<file path="config.mk">
export PLATFORM = sky130hd
export DESIGN_NAME = systolic_feeder
export DESIGN_NICKNAME = d
export VERILOG_FILES = /design/src/rtl/systolic_feeder.sv
export SDC_FILE = /design/constraint.sdc
export NUM_CORES = 1
export LEC_CHECK = 0
export CORE_ASPECT_RATIO = 2
export CORE_MARGIN = 2
export CORE_UTILIZATION = 45
export DETAILED_ROUTE_END_ITERATION = 12
export GPL_TIMING_DRIVEN = 0
export PLACE_DENSITY = 0.77
export SLEW_MARGIN = 20
export SYNTH_ARGS = -nofsm -noshare
export SYNTH_HDL_FRONTEND = slang
export SYNTH_SLANG_ARGS = --single-unit
</file>
<file path="constraint.sdc">
create_clock -name clk -period 6.45 [get_ports clk]
set_input_delay 0.9675 -clock clk [delete_from_list [all_inputs] [get_ports clk]]
set_output_delay 0.9675 -clock clk [all_outputs]
set_load 0.01 [all_outputs]
</file>
<file path="src/rtl/systolic_feeder.sv">
// Operand feeder for a 3x3 systolic MAC array: streams A rows left and B columns top, diagonally skewed.
// All outputs registered; a run takes 9 cycles from the start edge, and loads/starts are ignored while busy.
module systolic_feeder #(
   parameter int DRAIN_CYCLES = 3
) (
   input  logic       clk,
   input  logic       rst,
   input  logic       load_en,
   input  logic       load_sel,
   input  logic [1:0] load_row,
   input  logic [1:0] load_col,
   input  logic [7:0] load_data,
   input  logic       start,
   output logic [7:0] a0,
   output logic [7:0] a1,
   output logic [7:0] a2,
   output logic [7:0] b0,
   output logic [7:0] b1,
   output logic [7:0] b2,
   output logic       busy,
   output logic       done
);

   localparam int DW = (DRAIN_CYCLES > 1) ? $clog2(DRAIN_CYCLES) : 1;

   typedef enum logic [1:0] {S_IDLE, S_STREAM, S_DRAIN, S_DONE} state_t;

   state_t          r_state;
   state_t          w_state_nx;
   logic [2:0]      r_k;
   logic [2:0]      w_k_nx;
   logic [DW-1:0]   r_drain;
   logic [DW-1:0]   w_drain_nx;
   logic [7:0]      r_ma [0:2][0:2];
   logic [7:0]      r_mb [0:2][0:2];
   logic [7:0]      w_ma_nx [0:2][0:2];
   logic [7:0]      w_mb_nx [0:2][0:2];
   logic [7:0]      r_aout [0:2];
   logic [7:0]      r_bout [0:2];
   logic [7:0]      w_aout_nx [0:2];
   logic [7:0]      w_bout_nx [0:2];
   logic            r_busy;
   logic            r_done;
   logic            w_wr;
   logic [2:0]      w_d;

   // Post-write view of the matrices, so a load on the start edge feeds step 0.
   always_comb begin
      w_wr    = (r_state == S_IDLE) && load_en && (load_row != 2'd3) && (load_col != 2'd3);
      w_ma_nx = r_ma;
      w_mb_nx = r_mb;
      if (w_wr) begin
         if (load_sel) w_mb_nx[load_row][load_col] = load_data;
         else          w_ma_nx[load_row][load_col] = load_data;
      end
   end

   always_comb begin
      w_state_nx = r_state;
      w_k_nx     = r_k;
      w_drain_nx = r_drain;
      case (r_state)
         S_IDLE: begin
            if (start) begin
               w_state_nx = S_STREAM;
               w_k_nx     = 3'd0;
            end
         end
         S_STREAM: begin
            if (r_k == 3'd4) begin
               w_state_nx = S_DRAIN;
               w_drain_nx = '0;
            end else begin
               w_k_nx = r_k + 3'd1;
            end
         end
         S_DRAIN: begin
            if (r_drain == DW'(DRAIN_CYCLES - 1)) w_state_nx = S_DONE;
            else                                  w_drain_nx = r_drain + DW'(1);
         end
         S_DONE:  w_state_nx = S_IDLE;
         default: w_state_nx = S_IDLE;
      endcase
   end

   // Row i / column j lags the stream by i / j steps.
   always_comb begin
      w_d = '0;
      for (int i = 0; i < 3; i++) begin
         w_aout_nx[i] = 8'h00;
         w_bout_nx[i] = 8'h00;
         w_d          = w_k_nx - 3'(i);
         if ((w_state_nx == S_STREAM) && (w_k_nx >= 3'(i)) && (w_d <= 3'd2)) begin
            w_aout_nx[i] = w_ma_nx[i][w_d[1:0]];
            w_bout_nx[i] = w_mb_nx[w_d[1:0]][i];
         end
      end
   end

   always_ff @(posedge clk or posedge rst) begin
      if (rst) begin
         r_state <= S_IDLE;
         r_k     <= 3'd0;
         r_drain <= '0;
         r_busy  <= 1'b0;
         r_done  <= 1'b0;
         for (int i = 0; i < 3; i++) begin
            r_aout[i] <= 8'h00;
            r_bout[i] <= 8'h00;
            for (int j = 0; j < 3; j++) begin
               r_ma[i][j] <= 8'h00;
               r_mb[i][j] <= 8'h00;
            end
         end
      end else begin
         r_state <= w_state_nx;
         r_k     <= w_k_nx;
         r_drain <= w_drain_nx;
         r_busy  <= (w_state_nx == S_STREAM) || (w_state_nx == S_DRAIN);
         r_done  <= (w_state_nx == S_DONE);
         r_aout  <= w_aout_nx;
         r_bout  <= w_bout_nx;
         r_ma    <= w_ma_nx;
         r_mb    <= w_mb_nx;
      end
   end

   assign a0   = r_aout[0];
   assign a1   = r_aout[1];
   assign a2   = r_aout[2];
   assign b0   = r_bout[0];
   assign b1   = r_bout[1];
   assign b2   = r_bout[2];
   assign busy = r_busy;
   assign done = r_done;

endmodule

</file>
==> results of run 1 <==
[through the flow]
| stage | setup slack (ns) | area [sq um] |
|---|---|---|
| 3_5_place_dp | 2.041 | 10240 |
| 3_3_place_gp | -2.437 | 10180 |
| 4_1_cts | 2.553 | 10810 |
| 5_1_grt | 2.325 | 10810 |
| 6_report | 2.519 | 10810 |
| 2_1_floorplan | 0.0001368 | 9265 |
[cell usage in the layout, fill, tap and decap left out, types with 17 or more instances in the layout]
| cell type | n |
|---|---|
| clkbuf_1 | 46 |
| buf_2 | 28 |
| dfrtp_1 | 201 |
| clkbuf_16 | 17 |
| mux2_2 | 59 |
| clkdlybuf4s50_1 | 58 |
| o211ai_1 | 40 |
| o21ai_0 | 61 |
| a21oi_1 | 28 |
| nand3_1 | 97 |
| a211oi_1 | 17 |
| nand2_1 | 87 |
[power groups by stage]
stage / clock network (mW) / logic, mW / registers (mW)
2_1_floorplan: 0 / 1.61 / 1.70
3_3_place_gp: 0 / 2.43 / 1.68
3_5_place_dp: 0 / 2.47 / 1.68
4_1_cts: 1.09 / 2.48 / 1.66
5_1_grt: 1.14 / 2.71 / 1.69
6_report: 1.08 / 2.51 / 1.66
[routing by layer]
layer | GRT usage | wire [microns] | up-vias
li1 | - | - | 3321
met1 | 0.2702 | 9468 | 3713
met2 | 0.4281 | 13350 | 347
met3 | 0.02512 | 1430 | 121
met4 | 0.1867 | 1982 | 0
met5 | 0 | 0 | -
[registers in the layout, summed over array words and instances (netlist names)]
name / count
a0: 8
a1: 8
a2: 8
b0: 8
b1: 8
b2: 8
busy: 1
done: 1
r_drain: 2
r_k: 3
r_ma: 72
r_mb: 72
r_state: 2
[how the worst max path moves through the flow]
stage	from	endpoint	slack (ns)	cells past startpoint
CTS	start	a1[6]$_DFF_PP0_	2.55	12
detailed placement	start	a1[6]$_DFF_PP0_	2.04	12
global placement	rst	b1[1]$_DFF_PP0_	-2.44	2
floorplan	rst	a0[0]$_DFF_PP0_	0.0001	1
finish	start	a1[6]$_DFF_PP0_	2.52	12
global route	start	a1[6]$_DFF_PP0_	2.32	12
[layout make-up]
type                    count  area [sq um]
inverters                  12         52.55
clock inverters             7         91.34
fillers                  1738          9467
plain buffers              80         365.4
flip-flops and latches    201          5030
well taps                 266         332.8
multi-input cells         566          3825
clock buffers              23         478.0
repair buffers             60         635.6
[worst max-delay path, delay by kind of cell]
| family | cells | cell delay [ns] |
|---|---|---|
| fa+ha+maj | 1 | 0.44 |
| buf+inv | 5 | 1.67 |
| compound gates | 3 | 0.42 |
| simple gates | 3 | 0.83 |
[kinds of logic (layout without fill, tap and decap cells)]
kind of cell,Yosys count,in the layout,share of synthesized area
simple gates,269,269,0.1577
compound gates,222,222,0.1629
flops,201,201,0.5429
buf+inv,92,182,0.04429
mux,64,64,0.07779
fa+ha+maj,10,10,0.01350
xor+xnor,1,1,0.0009455
==> impl_metrics.toml, run 1 <==
[detailed_routing]
wl_mm = 26.23
vias = 7502
post_drt_wl_per_cell_microns = 21.59
ant_nets = 0
drc = 0
via_per_inst = 6.174
drtIter0Drc = 771
dr.pass1.iters = 5

[timing]
fin_crit_sh = 0.6095
finalSetupTns_ns = 0
final-max-slew-violation-count = 0
rsz0062_at_grt = "false"
hold_ws_ns = 0.4792
finalSetupViolations = 0
clock.fmax_mhz = 254.4
slew_headroom = 0.4102
min_period_ns = 3.931
hold_viol = 0
clock_skew_ns = 0.01542
worst_slew_pin_slew_ns = 0.8789

[cts]
hold_buffers = 0
cts_tree = "done"
h-tree-depth = 1
post_cts_buffers = 0
cts_sinks = 201
clk_path_buf_depth = 3
clk_latency_ns = 0.51
cts_buffers = 17
cts.clk_slew.worst_paths_ns = 0.07
cts_root_buf = "clkbuf_16"
cts-resized-gates = 0

[place]
placed_cells = 1185
io_buffers = 58
routabilityCongestion = 0.9101
place_hpwl_mm = 18.36

[run_status]
outcome = "completed"

[final_layout]
syn_to_final_growth_pct = 16.68
drive_above_1_share = 0.1570
n_antenna_cell = 0
fin_cells = 1215
fin_util = 0.5331
nNetsFinal = 965

[critical_path]
crit_path_max_incr_delay_ns = 0.53
crit_chain = "clkdlybuf4s50_1 > o21bai_1 > and2_1 > buf_4 > nor2_8 > buf_1 > inv_1 > ha_1 > o21ai_0 > nand4b_1 > buf_2 > a21oi_1"
cp.required_ns = 6.86
r2r_cells = 13
reg2reg_slack_ns = 2.69
cp_max_fo = 10
arrival_ns = 4.34
reg2reg_to = "a1[6]$_DFF_PP0_"
endpoint_kind = "flop"
r2r-start = "r_k[0]$_DFF_PP0_"
path_class = "in -> reg"
cp_slowest_cell = "clkdlybuf4s50_1"
cp-start-kind = "input pin"

[hold_path]
hp-class = "reg -> reg"
hold_path_depth = 2
hold_end = "r_mb[54]$_DFF_PP0_"
hold_path.startpoint = "r_mb[54]$_DFF_PP0_"

[yosys]
ys_warn_count = 0
synth_area_sq_um = 9265
synth_cells = 859
synth.area.top_cells = "dfrtp_1, mux2_2, nand3_1"
synth_top_area_share = 0.5429
async_flop_share = 1.000
synth_enable_flop_cells = 0
netlist_top_cells_count = "dfrtp_1, nand3_1, nand2_1, o21ai_0, mux2_2"
avgSynthCellArea_sq_um = 10.79
ys_seq_area_frac = 0.5429
synth_area_leader_cell = "dfrtp_1"
yosysUniqueCellTypes = 55
yosysMostFrequentCell = "dfrtp_1"
synth-main-ff-cell = "dfrtp_1"
syn-num-nets = 886
ys_ff_latch = 201

[power_and_ir_drop]
ir_drop_v = 0.0002344
p_seq_frac = 0.317
p_leak_nw = 5.043
p_per_area_nw_per_um2 = 485.9
switching_share = 0.4150
pwr-share-comb = 0.478
clkPwrFrac = 0.205
total_power_mw = 5.253
p_sw_mw = 2.180
p_int_mw = 3.073

[run]
cap_violations = 0

[global_routing]
grt_pass1_wl_mm = 41.16
first_global_vias = 7719
track_usage = 0.2442
grt_max_degree = 101
antenna_found_initial = 0
grt_overflow = 0

[floorplan]
start_util = 0.4569
die_width_microns = 105.5
pin_count = 67
die_area_sq_um = 21820
die_h_microns = 206.9
coreArea_sq_um = 20280
num_rows = 74
Power figures use the tool's default switching activity.
==> run 2: changes to the inputs <==
clock period = 3.25 ns   (was 6.45 ns; I/O delays follow)
==> run 2 against run 1 <==
Compared with the run above: clock skew increased by 0.014 ns; non-clock buffer count rose by 6; core utilization rose by 0.40 points; die area is the same; power increased by 100%; register-to-register slack got worse by 2.6 ns; sequential power up 99%; sequential share of layout area shrank 0.34 points; wire length grew 2.8%; via count is 1.6% higher; flip-flop and latch count did not move; setup slack got worse by 2.4 ns; critical path type is now reg -> reg; critical endpoint unchanged.
==> impl_metrics.toml, run 2 (synthesis gave the netlist of run 1 again) <==
[critical_path]
cp.required_ns = 3.65
path_class = "reg -> reg"
endpoint_kind = "flop"
r2r-start = "r_k[0]$_DFF_PP0_"
reg2reg_to = "a1[6]$_DFF_PP0_"
reg2reg_slack_ns = 0.13
r2r_cells = 14
cp-start-kind = "flop"
arrival_ns = 3.52
cp_max_fo = 10

[final_layout]
top_regs = "r_ma x72, r_mb x72"
fin_util = 0.5371
final_cell_mix = "dfrtp_1, nand3_1, nand2_1, o21ai_0, mux2_2"
syn_to_final_growth_pct = 17.56
nFillCells = 1752
final_common_cell = "dfrtp_1"
n_antenna_cell = 0
nNetsFinal = 971
drive_above_1_share = 0.1689

[hold_path]
hp-class = "in -> async"

[cts]
clk_path_buf_depth = 3
clk_latency_ns = 0.52
cts_root_buf = "clkbuf_16"
h-tree-depth = 1
cts_sinks = 201
cts_tree = "done"
hold_buffers = 0
cts.clk_slew.worst_paths_ns = 0.08
cts_buffers = 17

[timing]
fin_crit_sh = 0.9590
final-max-slew-violation-count = 0
finalSetupViolations = 0
rsz0062_at_grt = "false"
clock.fmax_mhz = 320.8
hold_viol = 0
hold_ws_ns = 0.3846
min_period_ns = 3.117
worst_slew_pin_slew_ns = 0.9375
worst_slack_ns = 0.1331
clock_skew_ns = 0.02940
slew_headroom = 0.3708

[global_routing]
grt_pass1_wl_mm = 41.68
antenna_found_initial = 0
grt_overflow = 0
first_global_vias = 7635
grt_max_degree = 36
track_usage = 0.2486

[detailed_routing]
vias = 7624
wl_mm = 26.96
drtIter0Drc = 717
drc = 0
ant_nets = 0
dr.pass1.iters = 6
post_drt_wl_per_cell_microns = 22.12
via_per_inst = 6.254

[floorplan]
pin_count = 67
start_util = 0.4569
die_area_sq_um = 21820
die_width_microns = 105.5
num_rows = 74
coreArea_sq_um = 20280
die_h_microns = 206.9

[place]
pre_cts_ws_ns = -0.6817
place_hpwl_mm = 18.67
io_buffers = 58
routabilityCongestion = 0.9224

[power_and_ir_drop]
p_per_area_nw_per_um2 = 973.2
p_leak_nw = 5.077
ir_drop_v = 0.0003960

[run_status]
outcome = "completed"

[run]
cap_violations = 0
==> run 2: cell count changes in the layout (fill, tap and decap cells not counted), sizes merged <==
cell | before | now
clkinvlp | 1 | 3
buf | 39 | 45
clkbuf | 66 | 63
inv | 13 | 12
==> run 2: area by class of cell <==
type / count / area [sq um] / share of cell area
Buffer: 79 / 374.1 / 0.03435
Sequential cell: 201 / 5031 / 0.4619
Clock buffer: 20 / 446.7 / 0.04101
Inverter: 12 / 48.80 / 0.004480
Timing Repair Buffer: 67 / 730.7 / 0.06709
Multi-Input combinational cell: 566 / 3829 / 0.3515
Tap cell: 266 / 332.8 / 0.03056
Clock inverter: 8 / 98.84 / 0.009075
==> run 2: worst max-delay path by stage <==
stage / startpoint / endpoint / slack [ns] / cells past startpoint
after detailed placement: start / a1[6]$_DFF_PP0_ / -0.68 / 12
after floorplan: rst / a0[0]$_DFF_PP0_ / 0.16 / 1
after CTS: r_state[0]$_DFF_PP0_ / b2[5]$_DFF_PP0_ / 0.04 / 10
after global placement: rst / b1[0]$_DFF_PP0_ / -1.34 / 2
final: r_k[0]$_DFF_PP0_ / a1[6]$_DFF_PP0_ / 0.13 / 14
after global routing: r_k[0]$_DFF_PP0_ / a1[6]$_DFF_PP0_ / 0.02 / 14
==> run 2: stage by stage <==
step | total power, mW | TNS (ns) | area (sq um) | instances
CTS | 10.49 | 0 | 10880 | 1220
finish | 10.60 | 0 | 10890 | 1219
floorplan | 6.570 | 0 | 9269 | 859
global route | 11.11 | 0 | 10890 | 1219
detailed placement | 8.276 | -11.90 | 10310 | 1189
global placement | 8.159 | -275.99 | 10180 | 1183
==> run 2: worst max-delay path, cell delays in order (launching register included) <==
cell	delay, ns
dfrtp_2	0.41
inv_1	0.05
ha_1	0.24
and3_1	0.21
o21a_1	0.16
buf_4	0.19
nor2_8	0.20
buf_6	0.19
inv_1	0.08
ha_2	0.41
o21ai_0	0.11
nand4b_1	0.18
buf_4	0.18
buf_2	0.19
a21oi_1	0.18
==> run 2: what timing repair did <==
action	CTS	global route
setup buffers	3	0
resized for setup	3	7
endpoints found under the setup margin	16	26
pin swaps	0	1
==> run 2: routing by layer <==
metal,wire length [microns],up-vias,GRT usage
li1,-,3338,-
met1,9689,3753,0.2730
met2,13810,396,0.4357
met3,1518,137,0.02983
met4,1950,0,0.1890
met5,0,-,0
==> run 2: report_power, final <==
group	switching, mW	internal [mW]	leakage, nW
sequential	0.193	3.11	2.72
clock	0.936	1.15	0.264
combinational	3.32	1.89	2.09
==> run 3: changes to the inputs <==
CORE_UTILIZATION = 53   (was 45)
PLACE_DENSITY = 0.87   (was 0.77)
SETUP_SLACK_MARGIN = 0.15   (was unset)
==> run 3 against run 2 <==
Compared with the run above: critical path type unchanged; fmax grew 3.7%; flip-flop and latch count is the same; final area shrank 0.45%; final cell count shrank 4.1%; core utilization grew 9.4 points; register-to-register slack gained 0.11 ns; sequential share of layout area grew 0.20 points; critical path depth shrank 4; combinational power is essentially flat; clock-buffer cell count grew 10; power grew 0.14%; via count grew 1.2%.
==> impl_metrics.toml, run 3 (synthesis gave the netlist of run 1 again) <==
[cts]
hold_buffers = 0
cts_sinks = 201
cts.clk_slew.worst_paths_ns = 0.07
clk_path_buf_depth = 3
cts_buffers = 18
clk_latency_ns = 0.49
h-tree-depth = 1
cts_root_buf = "clkbuf_16"
cts_tree = "done"

[critical_path]
cp_max_fo = 12
cp_slowest_cell = "a22oi_2"
crit_path_max_incr_delay_ns = 0.47
cp.required_ns = 3.60
endpoint_kind = "flop"
crit_chain = "buf_4 > o21bai_1 > a22o_4 > inv_2 > buf_2 > ha_1 > o21ai_0 > a22oi_2 > buf_4 > nor3_1"
r2r-start = "r_state[1]$_DFF_PP0_"
r2r_cells = 10
cpMostUsedCell = "buf_4"
reg2reg_to = "a2[4]$_DFF_PP0_"
cp-start-kind = "flop"
arrival_ns = 3.36
reg2reg_slack_ns = 0.24
path_class = "reg -> reg"

[place]
place_hpwl_mm = 18.11
routabilityCongestion = 0.9185
place_area_sq_um = 10230
io_buffers = 58

[final_layout]
final_cell_area_sq_um = 10840
syn_to_final_growth_pct = 17.03
fin_util = 0.6309
drive_above_1_share = 0.1658
nFillCells = 1344
nNetsFinal = 974
top_regs = "r_ma x72, r_mb x72"
final_common_cell = "dfrtp_1"
n_antenna_cell = 0
final_cell_mix = "dfrtp_1, nand3_1, nand2_1, o21ai_0, mux2_2"

[timing]
hold_viol = 0
rsz0062_at_grt = "false"
slew_headroom = 0.3824
clock_skew_ns = 0.009051
finalSetupViolations = 0
fin_crit_sh = 0.9247
final-max-slew-violation-count = 0
clock.fmax_mhz = 332.7
worst_slew_pin_slew_ns = 0.9203
min_period_ns = 3.005

[detailed_routing]
vias = 7712
via_per_inst = 6.597
drtIter0Drc = 707
wl_mm = 26.24
ant_nets = 0
post_drt_wl_per_cell_microns = 22.44
dr.pass1.iters = 5
drc = 0

[power_and_ir_drop]
p_leak_nw = 5.093
p_per_area_nw_per_um2 = 979.0
ir_drop_v = 0.0007388

[floorplan]
pin_count = 67
num_rows = 68
die_h_microns = 191.0
start_util = 0.5391
coreArea_sq_um = 17190
die_area_sq_um = 18620
die_width_microns = 97.49

[global_routing]
antenna_found_initial = 0
grt_pass1_wl_mm = 41.39
first_global_vias = 8006
grt_overflow = 0
track_usage = 0.2795
grt_max_degree = 36

[run]
cap_violations = 0

[run_status]
outcome = "completed"

[hold_path]
hp-class = "in -> async"
[run 3: where the power goes]
| group | switching, mW | internal, mW | total (mW) |
|---|---|---|---|
| Clock | 0.922 | 1.13 | 2.05 |
| Sequential | 0.205 | 3.11 | 3.32 |
| Combinational | 3.30 | 1.94 | 5.24 |
[run 3: worst max path at each step]
stage,startpoint,to,slack [ns],depth (start not counted)
6_report,r_state[1]$_DFF_PP0_,a2[4]$_DFF_PP0_,0.24,10
4_1_cts,r_state[1]$_DFF_PP0_,a2[1]$_DFF_PP0_,0.15,10
3_3_place_gp,rst,a2[5]$_DFF_PP0_,-1.32,2
2_1_floorplan,rst,a0[0]$_DFF_PP0_,0.16,1
3_5_place_dp,start,a1[5]$_DFF_PP0_,-0.59,12
5_1_grt,r_state[1]$_DFF_PP0_,a2[4]$_DFF_PP0_,0.14,10
[run 3: metrics by stage]
step	TNS (ns)	std cells	total power, mW	worst slack [ns]	hold WS [ns]
final	0	1169	10.61	0.2447	0.3936
after global routing	0	1169	11.13	0.1386	0.4429
after floorplan	0	859	6.570	0.1602	0.4404
after detailed placement	-14.07	1133	8.243	-0.5880	0.4599
after CTS	0	1166	10.38	0.1525	0.4178
after global placement	-271.37	1127	8.096	-1.321	0.4520
[run 3: layer usage]
| metal | share of wire | GRT usage | up-vias |
|---|---|---|---|
| met4 | 0.090 | 0.2297 | 0 |
| li1 | - | - | 3334 |
| met3 | 0.073 | 0.04680 | 156 |
| met1 | 0.33 | 0.2988 | 3775 |
| met5 | 0 | 0 | - |
| met2 | 0.50 | 0.4793 | 447 |
[run 3: timing repair]
item,in CTS,in global routing
setup buffers,1,3
endpoints found under the hold margin,0,0
pin swaps,1,3
gates resized for setup,7,7
endpoints found under the setup margin,42,26
[run 3: worst max-delay path: cells and delay by family (launching register included)]
kind | cells | cell delay, ns
AOI/OAI and AO/OA | 4 | 1.15
adders and majority gates | 1 | 0.24
and+or+nand+nor | 1 | 0.07
DFF | 1 | 0.45
buffers and inverters | 4 | 0.95
[run 3: area by class of cell]
cell class,count,area (sq um),area share
plain buffers,80,384.1,0.03543
multi-input cells,566,3836,0.3538
well taps,210,262.8,0.02423
flip-flops and latches,201,5030,0.4639
repair buffers,68,730.7,0.06739
clock inverters,2,13.76,0.001269
inverters,12,48.80,0.004500
clock buffers,30,536.8,0.04950
